### config.mk
export PLATFORM = sky130hd
export DESIGN_NAME = pwm_duty_loader
export DESIGN_NICKNAME = d
export VERILOG_FILES = /design/src/rtl/pwm_pkg.sv /design/src/rtl/pwm_shadow_bank.sv /design/src/rtl/pwm_duty_loader.sv
export SDC_FILE = /design/constraint.sdc
export NUM_CORES = 1
export LEC_CHECK = 0
export CORE_UTILIZATION = 53
export DETAILED_ROUTE_END_ITERATION = 10
export GPL_TIMING_DRIVEN = 1
export PLACE_DENSITY = 0.78
export SETUP_SLACK_MARGIN = 0.4
export SYNTH_ARGS = -nofsm -noshare
export SYNTH_HDL_FRONTEND = slang
export SYNTH_SLANG_ARGS = --single-unit
### constraint.sdc
create_clock -name i_clk -period 2.6 [get_ports i_clk]
set_clock_uncertainty 0.2 [all_clocks]
set_input_delay 0.78 -clock i_clk [delete_from_list [all_inputs] [get_ports i_clk]]
set_output_delay 0.78 -clock i_clk [all_outputs]
set_load 0.01 [all_outputs]
### src/rtl/pwm_pkg.sv
// Shared definitions for the PWM block: loader state encoding, default geometry and
// an index-width helper.
package pwm_pkg;

  localparam int unsigned PwmWidth = 8;
  localparam int unsigned PwmSize  = 8;

  typedef enum logic [1:0] {
    StIdle,
    StFill,
    StPending
  } pwm_state_e;

  // Index width for an n-entry bank; a single-entry bank still gets a 1-bit index.
  function automatic int unsigned idx_width(input int unsigned n);
    return (n > 1) ? $clog2(n) : 1;
  endfunction

endpackage

### src/rtl/pwm_shadow_bank.sv
// SIZE x WIDTH shadow register array written one word at a time, copied in parallel
// to the active bank on commit.
module pwm_shadow_bank
  import pwm_pkg::*;
#(
  parameter int unsigned WIDTH = PwmWidth,
  parameter int unsigned SIZE  = PwmSize,
  parameter int unsigned IDXW  = idx_width(SIZE)
) (
  input  logic                  i_clk,
  input  logic                  i_rst_n,
  input  logic                  i_wr_en,
  input  logic [IDXW-1:0]       i_wr_idx,
  input  logic [WIDTH-1:0]      i_wr_data,
  input  logic                  i_commit,
  output logic [SIZE*WIDTH-1:0] o_active
);

  logic [WIDTH-1:0]      r_shadow [SIZE];
  logic [SIZE*WIDTH-1:0] r_active;

  always_ff @(posedge i_clk or negedge i_rst_n) begin
    if (!i_rst_n) begin
      for (int k = 0; k < int'(SIZE); k++) begin
        r_shadow[k] <= '0;
      end
    end else if (i_wr_en) begin
      r_shadow[i_wr_idx] <= i_wr_data;
    end
  end

  always_ff @(posedge i_clk or negedge i_rst_n) begin
    if (!i_rst_n) begin
      r_active <= '0;
    end else if (i_commit) begin
      for (int k = 0; k < int'(SIZE); k++) begin
        r_active[k*WIDTH +: WIDTH] <= r_shadow[k];
      end
    end
  end

  assign o_active = r_active;

endmodule

### src/rtl/pwm_duty_loader.sv
// Framed duty-word loader: fills a shadow bank, then commits it to the active PWM bank
// only on a period wrap so every channel switches cleanly between whole frames.
module pwm_duty_loader
  import pwm_pkg::*;
#(
  parameter int unsigned WIDTH = PwmWidth,
  parameter int unsigned SIZE  = PwmSize
) (
  input  logic                  i_clk,
  input  logic                  i_rst_n,
  input  logic [WIDTH-1:0]      i_din,
  input  logic                  i_din_valid,
  input  logic                  i_din_sof,
  output logic                  o_din_ready,
  input  logic                  i_period_wrap,
  output logic [SIZE*WIDTH-1:0] o_duty_out,
  output logic                  o_pending,
  output logic                  o_update_pulse,
  output logic                  o_frame_err
);

  localparam int unsigned      IdxW      = idx_width(SIZE);
  localparam logic [IdxW-1:0]  LastIdx   = IdxW'(SIZE - 1);
  // After word 0 a single-entry frame is already complete.
  localparam logic [IdxW-1:0]  SecondIdx = IdxW'((SIZE > 1) ? 1 : 0);
  localparam pwm_state_e       AfterSof  = (SIZE > 1) ? StFill : StPending;

  pwm_state_e       r_state, w_state_next;
  logic [IdxW-1:0]  r_idx, w_idx_next;
  logic             r_update_pulse, w_update_next;
  logic             r_frame_err, w_frame_err_next;
  logic             w_xfer;
  logic             w_wr_en;
  logic [IdxW-1:0]  w_wr_idx;
  logic             w_commit;

  assign o_din_ready = (r_state != StPending);
  assign o_pending   = (r_state == StPending);
  assign w_xfer      = i_din_valid && o_din_ready;

  always_comb begin
    w_state_next     = r_state;
    w_idx_next       = r_idx;
    w_update_next    = 1'b0;
    w_frame_err_next = 1'b0;
    w_wr_en          = 1'b0;
    w_wr_idx         = '0;
    w_commit         = 1'b0;
    unique case (r_state)
      StIdle: begin
        if (w_xfer) begin
          if (i_din_sof) begin
            w_wr_en      = 1'b1;
            w_idx_next   = SecondIdx;
            w_state_next = AfterSof;
          end else begin
            w_frame_err_next = 1'b1;
          end
        end
      end
      StFill: begin
        if (w_xfer) begin
          w_wr_en = 1'b1;
          if (i_din_sof) begin
            // Restart the frame at word 0; stale words get rewritten before commit.
            w_idx_next       = SecondIdx;
            w_state_next     = AfterSof;
            w_frame_err_next = 1'b1;
          end else begin
            w_wr_idx = r_idx;
            if (r_idx == LastIdx) begin
              w_idx_next   = '0;
              w_state_next = StPending;
            end else begin
              w_idx_next = r_idx + 1'b1;
            end
          end
        end
      end
      StPending: begin
        if (i_period_wrap) begin
          w_commit      = 1'b1;
          w_update_next = 1'b1;
          w_idx_next    = '0;
          w_state_next  = StIdle;
        end
      end
      default: begin
        w_state_next = StIdle;
        w_idx_next   = '0;
      end
    endcase
  end

  always_ff @(posedge i_clk or negedge i_rst_n) begin
    if (!i_rst_n) begin
      r_state        <= StIdle;
      r_idx          <= '0;
      r_update_pulse <= 1'b0;
      r_frame_err    <= 1'b0;
    end else begin
      r_state        <= w_state_next;
      r_idx          <= w_idx_next;
      r_update_pulse <= w_update_next;
      r_frame_err    <= w_frame_err_next;
    end
  end

  assign o_update_pulse = r_update_pulse;
  assign o_frame_err    = r_frame_err;

  pwm_shadow_bank #(
    .WIDTH (WIDTH),
    .SIZE  (SIZE),
    .IDXW  (IdxW)
  ) u_shadow_bank (
    .i_clk     (i_clk),
    .i_rst_n   (i_rst_n),
    .i_wr_en   (w_wr_en),
    .i_wr_idx  (w_wr_idx),
    .i_wr_data (i_din),
    .i_commit  (w_commit),
    .o_active  (o_duty_out)
  );

endmodule

Yosys cells after proc, flatten, opt, wreduce, memory -nomap -nowiden
Index checks and enable logic that the tools add are counted.

word-level totals
  register bits = 135
  output and inout port bits = 68

operators by class
  add/sub/neg operators = 1
  $lt $le $gt $ge = 2
  equality and inequality tests = 9
  multiplexer cells = 29
  bitwise logic cells = 1
  reduce and logical (&&, ||, !) cells = 5

operators with widths
  cell                                                      count
  bitwise mux 64 bit                                        1
  two-way mux 3 bit                                         9
  demux 8 bit (select 3 bit)                                1
  two-way mux 2 bit                                         6
  inequality test 2 bit, second input constant              5
  one-hot mux 3 bit (3 select lines)                        1
  two-way mux 8 bit                                         1
  two-way mux 1 bit                                         7
  one-hot mux 2 bit (3 select lines)                        1
  AND reduction 5 bit                                       1
  greater-or-equal comparator 4 bit, second input constant  1
  < comparator 4 x 1 -> 1 bit, second input constant        1
  inverter 3 -> 4 bit                                       1
  one-hot mux 1 bit (2 select lines)                        2
  AND reduction 4 bit                                       1
  adder 3 x 1 -> 3 bit, second input constant               1
  == test 3 bit, second input constant                      1
  inequality test 3 bit, second input constant              1
  == test 2 x 1 -> 1 bit, second input constant             1
  == test 2 bit, second input constant                      1
  logical AND 1 bit                                         2
  logical NOT 2 bit                                         1

Longest topological paths before layout
  depth after elaboration = 10
  depth in mapped cells = 6

Modules after synthesis
Synthesis repeated with hierarchy kept, for this count alone.

unflattened totals
  cell total of the unflattened synthesis = 320
  area, all modules = 5190.0 µm²

by module, submodules not included
  module           times used  cells an instance  area each (µm²)  seq. area each (µm²)
  pwm_shadow_bank  1           278                4808.4           3203.1
  pwm_duty_loader  1           42                 381.6            175.2

Worst setup path after synthesis
OpenSTA, ideal clock, no wires.

  path kind = input to register
  start = input i_din_valid
  end = register u_shadow_bank.r_shadow[16] (netlist bit)
  library setup time = 0.125 ns
  arrival time = 2.131 ns
  path slack = 0.144 ns
  stages = 5
  path buffers = 2
  cells stage by stage = buf_2 > nand4bb_1 > clkbuf_1 > nor4b_4 > mux2_2

on the way
  word-level cells in the longest chain between the ends = 9
  elaborated cells on any way between the ends = 13
  those cells by class = 2 x order compare; 8 x mux; 1 x bitwise; 2 x reduce/logical

RTL lines
  what                                                                                                           RTL line               RTL
  start: declaration                                                                                             pwm_duty_loader.sv:12  input logic i_din_valid,
  logical AND 1 bit *                                                                                            pwm_duty_loader.sv:39  assign w_xfer = i_din_valid && o_din_ready;
  two-way mux 3 bit                                                                                              pwm_duty_loader.sv:62  if (w_xfer) begin
  two-way mux 3 bit                                                                                              pwm_duty_loader.sv:49  unique case (r_state)
  inverter 3 -> 4 bit (implied by the code)                                                                      pwm_shadow_bank.sv:28  r_shadow[i_wr_idx] <= i_wr_data;
  greater-or-equal comparator 4 bit (implied by the code) / < comparator 4 x 1 -> 1 bit (equally long branches)  pwm_shadow_bank.sv:28
  logical AND 1 bit (implied by the code)                                                                        pwm_shadow_bank.sv:28
  two-way mux 8 bit (implied by the code)                                                                        pwm_shadow_bank.sv:28
  demux 8 bit (select 3 bit)                                                                                     pwm_shadow_bank.sv:28
  bitwise mux 64 bit                                                                                             pwm_shadow_bank.sv:28
  end signal: indexed assignment                                                                                 pwm_shadow_bank.sv:28
  end: declaration                                                                                               pwm_shadow_bank.sv:19  logic [WIDTH-1:0] r_shadow [SIZE];

Every way passes the cells marked *; elsewhere a longest branch is shown, timed or not.
A chain may end at the register's enable or synchronous reset.

Worst setup path in the final report
  start = register r_state[0]
  end = output o_din_ready

on the way
  word-level cells in the longest chain between the ends = 1

RTL lines
  what                      RTL line                RTL
  start: declaration        pwm_duty_loader.sv:28   pwm_state_e r_state, w_state_next;
  start signal: assignment  pwm_duty_loader.sv:97   r_state <= StIdle;
  start signal: assignment  pwm_duty_loader.sv:102  r_state <= w_state_next;
  inequality test 2 bit     pwm_duty_loader.sv:37   assign o_din_ready = (r_state != StPending);
  end: declaration          pwm_duty_loader.sv:14   output logic o_din_ready,

No other way between the ends.

==> reports/metrics.cfg <==
[worst_setup_path]
critPathKind=reg2out
crit_required_ns=1.62
crit_start=r_state[0]$_DFFE_PN0P_
start_kind=register
cp-end-kind=output port
cp_data_arrival_time_ns=1.24
r2r_slack_ns=0.44
worstPathMaxFanout=3
r2r-start=r_state[0]$_DFFE_PN0P_

[clock_tree]
htreeDepth=4
clock_sinks=135
clk_pin_slew_worst_paths_ns=0.06
cts_tree=done
clk_latency_ns=0.51
clock_path_buffers=2
cts-root-buf=clkbuf_8
cts_buffers=17

[synth]
synth_compound_area_frac=0.01942
syn-cell-area_mm2=0.005284
ys_warn_count=0
synthAdderAreaFrac=0.004736
yosys.area_share.xor_xnor=0.001658
synth.area.mux_share=0.2808
avgSynthCellArea_um2=16.36
ys_types=28
yosysMostFrequentCell=dfrtp_1
synth_top_family_by_area=multiplexers
synthTopCellsByCount=dfrtp_1, mux2_2, buf_2, nand2_1, clkbuf_1
synthFlopType=dfrtp_1
synth_simple_gate_area_frac=0.03812
synth_top_area_share=0.6394
yosysSeqAreaShare=0.6394
synth_edf_count=0
postSynthCellCount=323
synthArstFlopShare=1.000
ys_seq_elements=135
yosysTopAreaCell=dfrtp_1
synth.area.top_cells=dfrtp_1, mux2_2, o2111ai_2
synth_nets=338

[route]
drtPass1Iterations=4
drt-wirelength-per-cell_um=18.87
via_per_inst=5.268
drtIter0Drc=97
drc=0
wl_mm=10.98
drtAntennaViolNets=0
vias=3066

[sta]
hold_viol_final=0
fin_tns_setup_ns=0
holdWs_ns=0.2957
tightest_slew_ns=0.5612
fmax_ghz=0.4507
period_share=0.8533
rsz0062_at_grt=true
relSlewSlack=0.6247
timing.final.max_slew_violations=0
finalCriticalPeriod_ns=2.219
setup_viol=0

[pwr]
max-vdd-ir-drop_mv=0.5247
power_density_mw_per_mm2=842.2
p_leak_nw=3.584

[hold_path]
hold_class=reg2reg
min-delay-start=u_shadow_bank.o_active[24]$_DFFE_PN0P_

[global_route]
grt_first_pass_wirelength_mm=17.13
grt_pass1_vias=3125
grt_util_all_layers=0.2301
overflow=0
grt_max_degree=48
antenna_found_initial=0

[die]
die_h_um=101.8
die_w_um=101.8
num_rows=36
die_area_mm2=0.01037
num_io_pins=81
start_util=0.5431
core-area_mm2=0.009729

[place]
portBuffers=80
gp_congestion=0.8297
place_hpwl_mm=6.784

[finish]
drive_gt1_frac=0.4588
area_growth_syn_to_layout_pct=33.93
diodes=0
nFillCells=668
layout.nets=451

[job]
maxCapViolations=0

[status]
status=finished clean

[cell usage in the layout, fill, tap and decap left out, types with 3 or more instances in the layout]
| cell | instances |
|---|---|
| dlygate4sd2_1 | 34 |
| clkbuf_16 | 16 |
| mux2_2 | 123 |
| buf_6 | 6 |
| dfrtp_1 | 135 |
| clkinv_2 | 4 |
| mux2_4 | 7 |
| clkdlybuf4s15_1 | 34 |
| inv_1 | 5 |
| buf_12 | 4 |
| buf_4 | 18 |
| nand2_1 | 6 |
| clkbuf_8 | 3 |
| o2111ai_4 | 3 |
| nor2b_1 | 3 |
| clkinvlp_4 | 4 |
| clkdlybuf4s50_1 | 9 |
[kinds of logic after synthesis]
logic type      count (synthesis)
flops                         135
mux                           132
simple gates                   25
buf+inv                        19
compound gates                  9
fa+ha+maj                       2
xor+xnor                        1
[sequential cells by signal (all words and copies together) (netlist names)]
signal and cells:
o_update_pulse 1, r_state 2, r_idx 3, u_shadow_bank.r_shadow 64, o_frame_err 1, u_shadow_bank.o_active 64
[through the flow]
step	setup slack, ns	cell area (µm²)	total power [W]	std cells	utilization
floorplan	0.2229	5346	0.003324	323	-
global placement	-0.2228	6451	0.003588	543	0.6631
detailed placement	-0.2838	6451	0.003654	543	0.6631
CTS	0.2559	6969	0.005954	577	0.7163
global route	0.2853	7077	0.006224	582	0.7274
finish	0.3814	7077	0.005960	582	0.7274
[layout make-up]
cell class	instances	area (µm²)	share of cell area
flip-flops and latches	135	3378	0.4774
multi-input cells	169	1909	0.2698
repair buffers	108	1031	0.1457
clock buffers	20	445.4	0.06294
well taps	133	166.4	0.02351
clock inverters	12	127.6	0.01803
inverters	5	18.77	0.002652
[power by group]
part / switching, W / internal (W)
Combinational: 0.000378 / 0.000531
Sequential: 0.000257 / 0.00252
Clock: 0.000865 / 0.00141
[critical path, stage by stage (launching register included)]
cell and delay, ns:
dfrtp_1 0.38, nor2b_2 0.17, inv_1 0.05, buf_2 0.13
[routing by layer]
| layer | up-vias | global-route usage | routed length [µm] |
|---|---|---|---|
| met5 | - | 0 | 0 |
| met4 | 0 | 0.08242 | 149 |
| met3 | 13 | 0.05951 | 460 |
| met2 | 63 | 0.3664 | 5397 |
| met1 | 1606 | 0.3089 | 4975 |
| li1 | 1384 | - | - |
[final timing paths]
check                                                              end  cells past startpoint
worst min-delay path            u_shadow_bank.o_active[24]$_DFFE_PN0P_                      1
worst max register to register  u_shadow_bank.r_shadow[22]$_DFFE_PN0P_                      6
worst min register to register  u_shadow_bank.o_active[24]$_DFFE_PN0P_                      1
worst max-delay path                                       o_din_ready                      3
min in group asynchronous       u_shadow_bank.o_active[20]$_DFFE_PN0P_                      2
max in group asynchronous        u_shadow_bank.o_active[0]$_DFFE_PN0P_                      3
[repair_timing]
action / CTS / global route
hold buffers: 1 / 0
endpoints found under the hold margin: 22 / 0
gates resized for setup: 80 / 43
pin swaps: 3 / 3
endpoints found under the setup margin: 125 / 58
buffers inserted: 1 / 5
No activity file was read; power rests on OpenSTA's default activity.
